===== src/rtl/mips_alu_pkg.sv =====
// Shared encodings for the branch/set-less-than condition unit: op codes, FSM
// states, and small decode helpers.
package mips_alu_pkg;

    typedef enum logic [2:0] {
        OpBeq  = 3'd0,
        OpBne  = 3'd1,
        OpBlez = 3'd2,
        OpBgtz = 3'd3,
        OpBltz = 3'd4,
        OpBgez = 3'd5,
        OpSlt  = 3'd6,
        OpSltu = 3'd7
    } cond_op_e;

    typedef enum logic [1:0] {
        StIdle = 2'd0,
        StScan = 2'd1,
        StDone = 2'd2
    } cmp_state_e;

    // Signed ops get bit 31 flipped so the byte scan can stay purely unsigned.
    function automatic logic op_is_signed(cond_op_e op);
        return (op == OpBlez) || (op == OpBgtz) || (op == OpBltz) ||
               (op == OpBgez) || (op == OpSlt);
    endfunction

    function automatic logic op_is_zero_cmp(cond_op_e op);
        return (op == OpBlez) || (op == OpBgtz) || (op == OpBltz) || (op == OpBgez);
    endfunction

    function automatic logic cond_taken(cond_op_e op, logic gt, logic eq, logic lt);
        logic t;
        t = 1'b0;
        case (op)
            OpBeq:   t = eq;
            OpBne:   t = !eq;
            OpBlez:  t = lt | eq;
            OpBgtz:  t = gt;
            OpBltz:  t = lt;
            OpBgez:  t = gt | eq;
            OpSlt:   t = lt;
            OpSltu:  t = lt;
            default: t = 1'b0;
        endcase
        return t;
    endfunction

endpackage


===== src/rtl/byte_cmp_cell.sv =====
// 8-bit unsigned magnitude comparator producing one-hot gt/eq/lt.
module byte_cmp_cell (
    input  logic [7:0] a,
    input  logic [7:0] b,
    output logic       gt,
    output logic       eq,
    output logic       lt
);

    assign gt = a > b;
    assign eq = a == b;
    assign lt = a < b;

endmodule


===== src/rtl/branch_cond_unit.sv =====
// Multi-cycle branch condition evaluator: scans operands one byte per cycle from
// the MSB and stops at the first differing byte.
module branch_cond_unit
    import mips_alu_pkg::*;
(
    input  logic        clk,
    input  logic        rst,
    input  logic        in_valid,
    output logic        in_ready,
    input  logic [2:0]  op,
    input  logic [31:0] a,
    input  logic [31:0] b,
    output logic        out_valid,
    input  logic        out_ready,
    output logic        taken,
    output logic        a_gt_b,
    output logic        a_eq_b,
    output logic        a_lt_b
);

    cmp_state_e  state_q, state_d;
    cond_op_e    op_in;
    cond_op_e    op_q;
    logic [31:0] a_q, b_q;
    logic [31:0] a_cap, b_cap;
    logic [1:0]  idx_q;
    logic        gt_q, eq_q, lt_q;
    logic [7:0]  a_byte, b_byte;
    logic        byte_gt, byte_eq, byte_lt;
    logic        accept;

    assign op_in  = cond_op_e'(op);
    assign accept = in_valid && (state_q == StIdle);

    always_comb begin
        a_cap = a;
        b_cap = op_is_zero_cmp(op_in) ? 32'd0 : b;
        if (op_is_signed(op_in)) begin
            a_cap[31] = ~a_cap[31];
            b_cap[31] = ~b_cap[31];
        end
    end

    assign a_byte = a_q[{idx_q, 3'b000} +: 8];
    assign b_byte = b_q[{idx_q, 3'b000} +: 8];

    byte_cmp_cell u_byte_cmp (
        .a  (a_byte),
        .b  (b_byte),
        .gt (byte_gt),
        .eq (byte_eq),
        .lt (byte_lt)
    );

    always_comb begin
        state_d = state_q;
        case (state_q)
            StIdle: if (in_valid) state_d = StScan;
            StScan: if (!byte_eq || (idx_q == 2'd0)) state_d = StDone;
            StDone: if (out_ready) state_d = StIdle;
            default: state_d = StIdle;
        endcase
    end

    always_ff @(posedge clk) begin
        if (rst) begin
            state_q <= StIdle;
            op_q    <= OpBeq;
            a_q     <= 32'd0;
            b_q     <= 32'd0;
            idx_q   <= 2'd3;
            gt_q    <= 1'b0;
            eq_q    <= 1'b0;
            lt_q    <= 1'b0;
        end else begin
            state_q <= state_d;
            case (state_q)
                StIdle: begin
                    if (accept) begin
                        op_q  <= op_in;
                        a_q   <= a_cap;
                        b_q   <= b_cap;
                        idx_q <= 2'd3;
                        gt_q  <= 1'b0;
                        eq_q  <= 1'b0;
                        lt_q  <= 1'b0;
                    end
                end
                StScan: begin
                    if (!byte_eq) begin
                        gt_q <= byte_gt;
                        lt_q <= byte_lt;
                        eq_q <= 1'b0;
                    end else if (idx_q == 2'd0) begin
                        eq_q <= 1'b1;
                    end else begin
                        idx_q <= idx_q - 2'd1;
                    end
                end
                StDone: begin
                    // Flags return to zero as the result is consumed.
                    if (out_ready) begin
                        gt_q <= 1'b0;
                        eq_q <= 1'b0;
                        lt_q <= 1'b0;
                    end
                end
                default: ;
            endcase
        end
    end

    assign in_ready  = (state_q == StIdle);
    assign out_valid = (state_q == StDone);
    assign taken     = out_valid && cond_taken(op_q, gt_q, eq_q, lt_q);
    assign a_gt_b    = gt_q;
    assign a_eq_b    = eq_q;
    assign a_lt_b    = lt_q;

endmodule


===== config.mk =====
export PLATFORM = sky130hd
export DESIGN_NAME = branch_cond_unit
export DESIGN_NICKNAME = d
export VERILOG_FILES = /design/src/rtl/mips_alu_pkg.sv /design/src/rtl/byte_cmp_cell.sv /design/src/rtl/branch_cond_unit.sv
export SDC_FILE = /design/constraint.sdc
export NUM_CORES = 1
export LEC_CHECK = 0
export BUFFER_PORTS_ARGS = -buffer_cell sky130_fd_sc_hd__buf_2
export CORE_ASPECT_RATIO = 1.5
export CORE_MARGIN = 5
export CORE_UTILIZATION = 59
export CTS_BUF_LIST = sky130_fd_sc_hd__clkbuf_4 sky130_fd_sc_hd__clkbuf_8
export DETAILED_ROUTE_END_ITERATION = 7
export GPL_TIMING_DRIVEN = 0
export PLACE_DENSITY = 0.95
export SLEW_MARGIN = 5
export SYNTH_ARGS = -nofsm -noshare
export SYNTH_HDL_FRONTEND = slang
export SYNTH_SLANG_ARGS = --single-unit

===== constraint.sdc =====
create_clock -name clk -period 5.25 [get_ports clk]
set_clock_uncertainty 0.2 [all_clocks]
set_input_delay 1.05 -clock clk [delete_from_list [all_inputs] [get_ports clk]]
set_output_delay 1.05 -clock clk [all_outputs]
set_load 0.02 [all_outputs]

==> summary.md, run 1 <==
| Metric | Value |
|---|---|
| Status | finished, final reports clean |
| Core footprint | 5490 sq um |
| Worst path slowest cell | or4b_2 |
| CTS tree | done |
| PnR Total Power | 1.35 mW |
| WP depth | 8 |
| Design area | 4020 sq um |
| Gpl congestion | 0.876 |
| CP Class | register to register |
| Placed cell count | 514 |
| Final setup fails | 0 |
| Comb pwr share | 21.5% |
| Reg2Reg Depth | 8 |
| Final nets | 535 |
| Slew @ Worst Pin | 554 ps |
| TritonCTS Sinks | 74 |
| Part of the power in registers | 47.0% |
| Worst Setup End Kind | register |
| Post-Route WL | 9.11 mm |
| Largest net degree at the start of global routing | 12 |
| IO buf count | 76 |
| Die Y | 102 um |
| Vias in the first global route | about 3200 |
| Post-Layout Cell Count | 530 |
| Clk Latency, worst-skew pair | 360 ps |
| CP Cell Sequence | buf_2 -> buf_2 -> mux4_2 -> ha_1 -> nand4_1 -> nor2_1 -> or4b_2 -> nand3_1 |
| Most used DFF post-synth | dfxtp_1 |
| GRT Overall Usage | 26.7% |
| WP data required | 5350 ps |
| Synth unique cells | 43 |
| Row Count | 33 |
| Worst r2r src | idx_q[0] |
| DRT iter0 DRCs | slightly above 300 |
| Yosys warning count | 0 |
| CTS root buffer | clkbuf_8 |
| Net Sw Frac | 30.0% |
| Final worst slack | approximately 1900 ps |
| Syn_area_per_cell | 9.14 sq um |
| R2R setup slack | slightly below 2000 ps |
| Final Hold Vio Count | 0 |
| Max Clk Rate | 300 MHz |
| Initial antenna violation count | 0 |
| Tcrit/Tclk final | a little under two thirds |
| Synth-to-Final Area Change | 19.6% |
| Die area | 7340 sq um |
| FF+latch count, synth | 74 |
| Drt pass-1 iters | 6 |
| Post-CTS Setup Repair Bufs | 0 |
| Seq/Total Area, Yosys | between 40% and 50% |
| Slew HR | 63.1% |
| Endpoint of the worst register-to-register path | a_gt_b |
| Most common cell after layout, fill and taps aside | buf_2 |
| CTS Buffer Depth | 2 |
| Unrepaired setup endpoints after global routing | false |
| Grt total ovfl | 0 |
| Post-route ant nets | 0 |
| CTS buffer count | 9 |
| Hold Buf Count CTS | 0 |
| First-pass GRT wire length | 14.8 mm |
| Hold WC Path Type | register to register |
| Clock share of power | 31.5% |
| Final Hold Slack | 261 ps |
| Max-Cap Viols | 0 |
| Final Max Tran Viols | 0 |
| Async SR Flop Fraction | 0% |
| Setup TNS after final layout | 0 ps |
| DR vias/cell | 5.88 |
| Power per cell area | 335 nW/um^2 |
| Cell Area, Synth | 3360 sq um |
| Startpoint types | register |
| Initial cell density of the core | roughly three fifths |
| Pre-CTS setup slack | just under 2000 ps |
| Layout fillers | between 300 and 400 |
| Syn_nets | 448 |
| Int Power | roughly 940 uW |
| CTS clock-pin slew for the worst setup and hold paths | 70 ps |
| Synthesized instance count | 368 |
| DR vias | 3119 |
| Io pins | 77 |
| Commonest non-fill, non-tap cells in the layout | buf_2, nand2_1, dfxtp_1, a21oi_1, nor2_1 |
| Critical path buffers and inverters | 2 |
| Top Family by Delay on Critical Path | simple AND/OR/NAND/NOR gates |
| H-tree levels | 3 |
| Placed Area | 3830 sq um |
| Largest fanout on the critical path | 10 |
| Utilization after layout | between 70 and 80% |
| Launch point of the worst path | idx_q[0] |
| Die width | slightly above 70 um |
| Final Critical Period | 3330 ps |
| EDFF count, synth | 0 |
| Cell mode on critical path | buf_2 |
| Switching power | 404 uW |
| # resized after CTS | 0 |
| Pleak | ~1.7 nW |
| Worst Setup EP | a_gt_b |
| Drt wl/cell | between 15 and 20 um |
| Critical Path Max Stage Delay | 640 ps |
| Post-route DRC | 0 |
| Final HPWL DP | 6.79 mm |
| Proportion of layout cells with a drive suffix above 1 | approximately 29% |
| Crit path arrival time | 3430 ps |
| Diode count | 0 |
| Max IR drop VDD | 0.000219 V |
[synth_stat cells, types with 2 or more instances]
cell | n | area [sq um]
buf_2 | 11 | 55.1
o21ai_0 | 5 | 25.0
nor2_1 | 38 | 143
buf_6 | 5 | 56.3
ha_1 | 9 | 113
nor2b_1 | 4 | 25.0
a22oi_1 | 28 | 210
a22oi_2 | 3 | 37.5
inv_1 | 13 | 48.8
nor3b_1 | 2 | 15.0
nand4_1 | 2 | 12.5
clkbuf_1 | 10 | 37.5
nand2_1 | 75 | 282
mux4_2 | 16 | 360
nor3_1 | 2 | 10.0
nand3_1 | 2 | 10.0
a21oi_1 | 41 | 205
o211ai_1 | 3 | 22.5
or3_1 | 2 | 12.5
dfxtp_1 | 74 | 1480
[how the worst min path moves through the flow]
stage | startpoint | to | cells after the start
after floorplan | b_q[31] | b_q[31] | 2
after global placement | a_q[4] | a_q[4] | 2
after detailed placement | a_q[6] | a_q[6] | 2
after CTS | a_q[2] | a_q[2] | 2
after global routing | a_q[17] | a_q[17] | 2
final | a_q[25] | a_q[25] | 2
[worst min-delay path, delay by kind of cell, from the launching register on]
family             cells  cell delay [ps]
and+or+nand+nor        1               50
AOI/OAI and AO/OA      1               50
DFF                    1              310
[power groups by stage]
stage / clock network, mW / registers, mW / logic [mW]
CTS: 0.423 / 0.633 / 0.286
global route: 0.449 / 0.638 / 0.318
global placement: 0 / 0.643 / 0.271
floorplan: 0 / 0.638 / 0.196
detailed placement: 0 / 0.646 / 0.284
finish: 0.425 / 0.635 / 0.290
[logic make-up after synthesis]
group           count (synthesis)  share of synthesized area [%]
simple gates                  135                           17.4
compound gates                 91                           17.7
flops                          74                           44.0
buf+inv                        40                           5.99
mux                            17                           11.0
fa+ha+maj                       9                           3.35
xor+xnor                        2                          0.521
[sequential cells by signal, indices dropped and copies added (netlist names)]
| register | flops |
|---|---|
| a_eq_b | 1 |
| a_gt_b | 1 |
| a_lt_b | 1 |
| a_q | 32 |
| b_q | 32 |
| idx_q | 2 |
| op_q | 3 |
| state_q | 2 |
[final cells by class]
| cell class | count | area, sq um | share of cell area [%] |
|---|---|---|---|
| multi-input cells | 254 | 1680 | 41.8 |
| flip-flops and latches | 74 | 1480 | 36.8 |
| repair buffers | 76 | 380 | 9.46 |
| clock buffers | 14 | 180 | 4.48 |
| plain buffers | 27 | 153 | 3.79 |
| well taps | 70 | 87.6 | 2.18 |
| inverters | 13 | 48.8 | 1.21 |
| clock inverters | 2 | 10.0 | 0.249 |
[routing by layer]
metal / part of all wire, % / wire, um / track usage [%] / vias to the layer above
li1: - / - / - / 1460
met1: 36 / 3300 / 29.4 / 1456
met2: 51 / 4640 / 44.9 / 150
met3: 7.7 / 699 / 8.07 / 53
met4: 5.2 / 472 / 16.2 / 0
met5: 0 / 0 / 0 / -
Note: power is estimated with default switching activity, not from simulation.
==> run 2, diff against run 1 <==
Settings changed: CORE_UTILIZATION 59 to 50, PLACE_DENSITY 0.95 to 0.87.
Clock period 5.25 ns to 2.8 ns, I/O delays scaled along.
==> summary.md, run 2 (synthesized netlist as in run 1, its figures left out) <==
| Metric | Value |
|---|---|
| Critical Path Max Stage Delay | 570 ps (-70 ps) |
| FF+latch area | 1480 sq um (about the same) |
| Hold WC Path Type | primary input to register |
| Startpoint types | register |
| Drt wl/cell | 17.5 um (+1.5%) |
| Post-Layout Cell Count | 541 (+2.1%) |
| Gpl congestion | 0.876 (about the same) |
| DR vias | 3112 (-0.22%) |
| CTS buffer count | 9 (unchanged) |
| Final Max Tran Viols | 0 (unchanged) |
| Post-Route WL | 9.44 mm (+3.7%) |
| Die area | 8500 sq um (+16%) |
| Max Clk Rate | 363 MHz (+21%) |
| TritonCTS Sinks | 74 (unchanged) |
| GRT Overall Usage | 21.7% (-5.0 points) |
| Placed cell count | 520 (+1.2%) |
| CTS Buffer Depth | 2 (unchanged) |
| Clk Latency, worst-skew pair | 350 ps (about the same) |
| Max IR drop VDD | 0.000537 V (+140%) |
| Power per cell area | 612 nW/um^2 (+82%) |
| Crit path arrival time | 2800 ps (-630 ps) |
| Layout fillers | 491 (+30%) |
| WP depth | 10 (+2) |
| Final nets | 540 (+0.93%) |
| CTS root buffer | clkbuf_8 |
| Endpoint of the worst register-to-register path | idx_q[0] |
| R2R setup slack | 50 ps (-1880 ps) |
| Initial cell density of the core | 51.5% (-9.8 points) |
| CTS clock-pin slew for the worst setup and hold paths | 70 ps (about the same) |
| Post-route DRC | 0 (unchanged) |
| Commonest non-fill, non-tap cells in the layout | buf_2, nand2_1, dfxtp_1, a21oi_1, nor2_1 |
| Setup TNS after final layout | 0 ps (unchanged) |
| Grt total ovfl | 0 (unchanged) |
| Worst r2r src | idx_q[0] |
| Synth-to-Final Area Change | 23.4% |
| Die Y | 110 um (+7.8%) |
| Worst Setup EP | idx_q[0] |
| Most common cell after layout, fill and taps aside | buf_2 |
| Row Count | 36 (+9.1%) |
| Worst Setup End Kind | register |
| WP data required | 2850 ps (-2500 ps) |
| Cell mode on critical path | buf_4 |
| Status | finished, final reports clean |
| Area of the multi-input gates | 1730 sq um (+3.1%) |
| CP Class | register to register |
| Slew @ Worst Pin | 596 ps (+42.0 ps) |
| Final HPWL DP | 6.74 mm (-0.76%) |
| Core footprint | 6530 sq um (+19%) |
| Reg2Reg Depth | 10 (+2) |
| Pleak | 1.75 nW (+3.2%) |
| IO buf count | 76 (unchanged) |
| Final Hold Vio Count | 0 (unchanged) |
| H-tree levels | 3 (unchanged) |
| Largest registers | a_q: 32 flops, b_q: 32 flops, op_q: 3 flops |
| First-pass GRT wire length | 14.8 mm (about the same) |
| Max-Cap Viols | 0 (unchanged) |
| Launch point of the worst path | idx_q[0] |
| Diode count | 0 (unchanged) |
| Largest net degree at the start of global routing | 12 (unchanged) |
| PnR Total Power | 2.54 mW (+88%) |
| Hold Buf Count CTS | 0 (unchanged) |
| DRT iter0 DRCs | 392 (+26%) |
| Tcrit/Tclk final | 98.3% (+35 points) |
| Final setup fails | 0 (unchanged) |
| Drt pass-1 iters | 7 (+1) |
| Initial antenna violation count | 0 (unchanged) |
| Worst path slowest cell | mux4_2 |
| Critical path buffers and inverters | 4 (+2) |
| Die width | 77.0 um (+7.4%) |
| CTS tree | done |
| Proportion of layout cells with a drive suffix above 1 | 31.2% (+2.5 points) |
| Top Family by Delay on Critical Path | buffers and inverters |
| Post-route ant nets | 0 (unchanged) |
| DR vias/cell | 5.75 (-2.3%) |
| Final Critical Period | 2750 ps (-575 ps) |
| Vias in the first global route | 3110 (-1.7%) |
| Largest fanout on the critical path | 8 (-2) |
| Io pins | 77 (unchanged) |
| CP Cell Sequence | buf_8 -> buf_12 -> mux4_2 -> ha_4 -> nand4_1 -> buf_4 -> nor4_4 -> buf_4 -> nand2_1 -> a21o_1 |
| Slew HR | 60.3% (-2.8 points) |
run 2: worst min-delay path, cell delays in order:
cell	delay, ps
buf_2	80
a22oi_1	50
nor2_1	70
run 2: final cells by class:
class | instances | share of cell area, %
multi-input combinational | 254 | 41.7
sequential | 74 | 35.7
timing repair buffer | 81 | 10.4
buffer | 27 | 4.52
clock buffer | 13 | 3.86
tap | 76 | 2.29
inverter | 13 | 1.18
clock inverter | 3 | 0.362
run 2: metrics by stage:
stage	setup WS [ps]	cell area [sq um]	hold WS, ps	util, %
after global routing	-46.9	4150	247	63.6
after global placement	-262	3840	238	58.9
after floorplan	31.1	3370	229	-
after detailed placement	-324	3840	247	58.9
final	46.2	4150	244	63.6
after CTS	0.727	4070	227	62.4
run 2: metal layers:
layer,up-vias,wire [um],track usage [%]
li1,1469,-,-
met1,1466,3430,24.5
met2,145,4980,38.1
met3,32,681,5.05
met4,0,348,9.63
met5,-,0,0
run 2: what timing repair did:
item                                    in CTS  in global routing
endpoints found under the setup margin       7                  7
resized for setup                            6                 12
buffers inserted                             3                  2
pin swaps                                    2                  2
run 2: power breakdown:
part / switching (mW) / internal, mW / total (mW)
sequential: 0.0552 / 1.13 / 1.19
clock: 0.378 / 0.372 / 0.749
combinational: 0.337 / 0.265 / 0.602
run 2: worst min path at each step:
stage / from / endpoint / slack (ps) / depth (start not counted)
6_report: b[11] / b_q[11] / 240 / 3
2_1_floorplan: b_q[31] / b_q[31] / 230 / 2
5_1_grt: a[11] / a_q[11] / 250 / 3
4_1_cts: b[5] / b_q[5] / 230 / 3
3_5_place_dp: a_q[5] / a_q[5] / 250 / 2
3_3_place_gp: a_q[4] / a_q[4] / 240 / 2
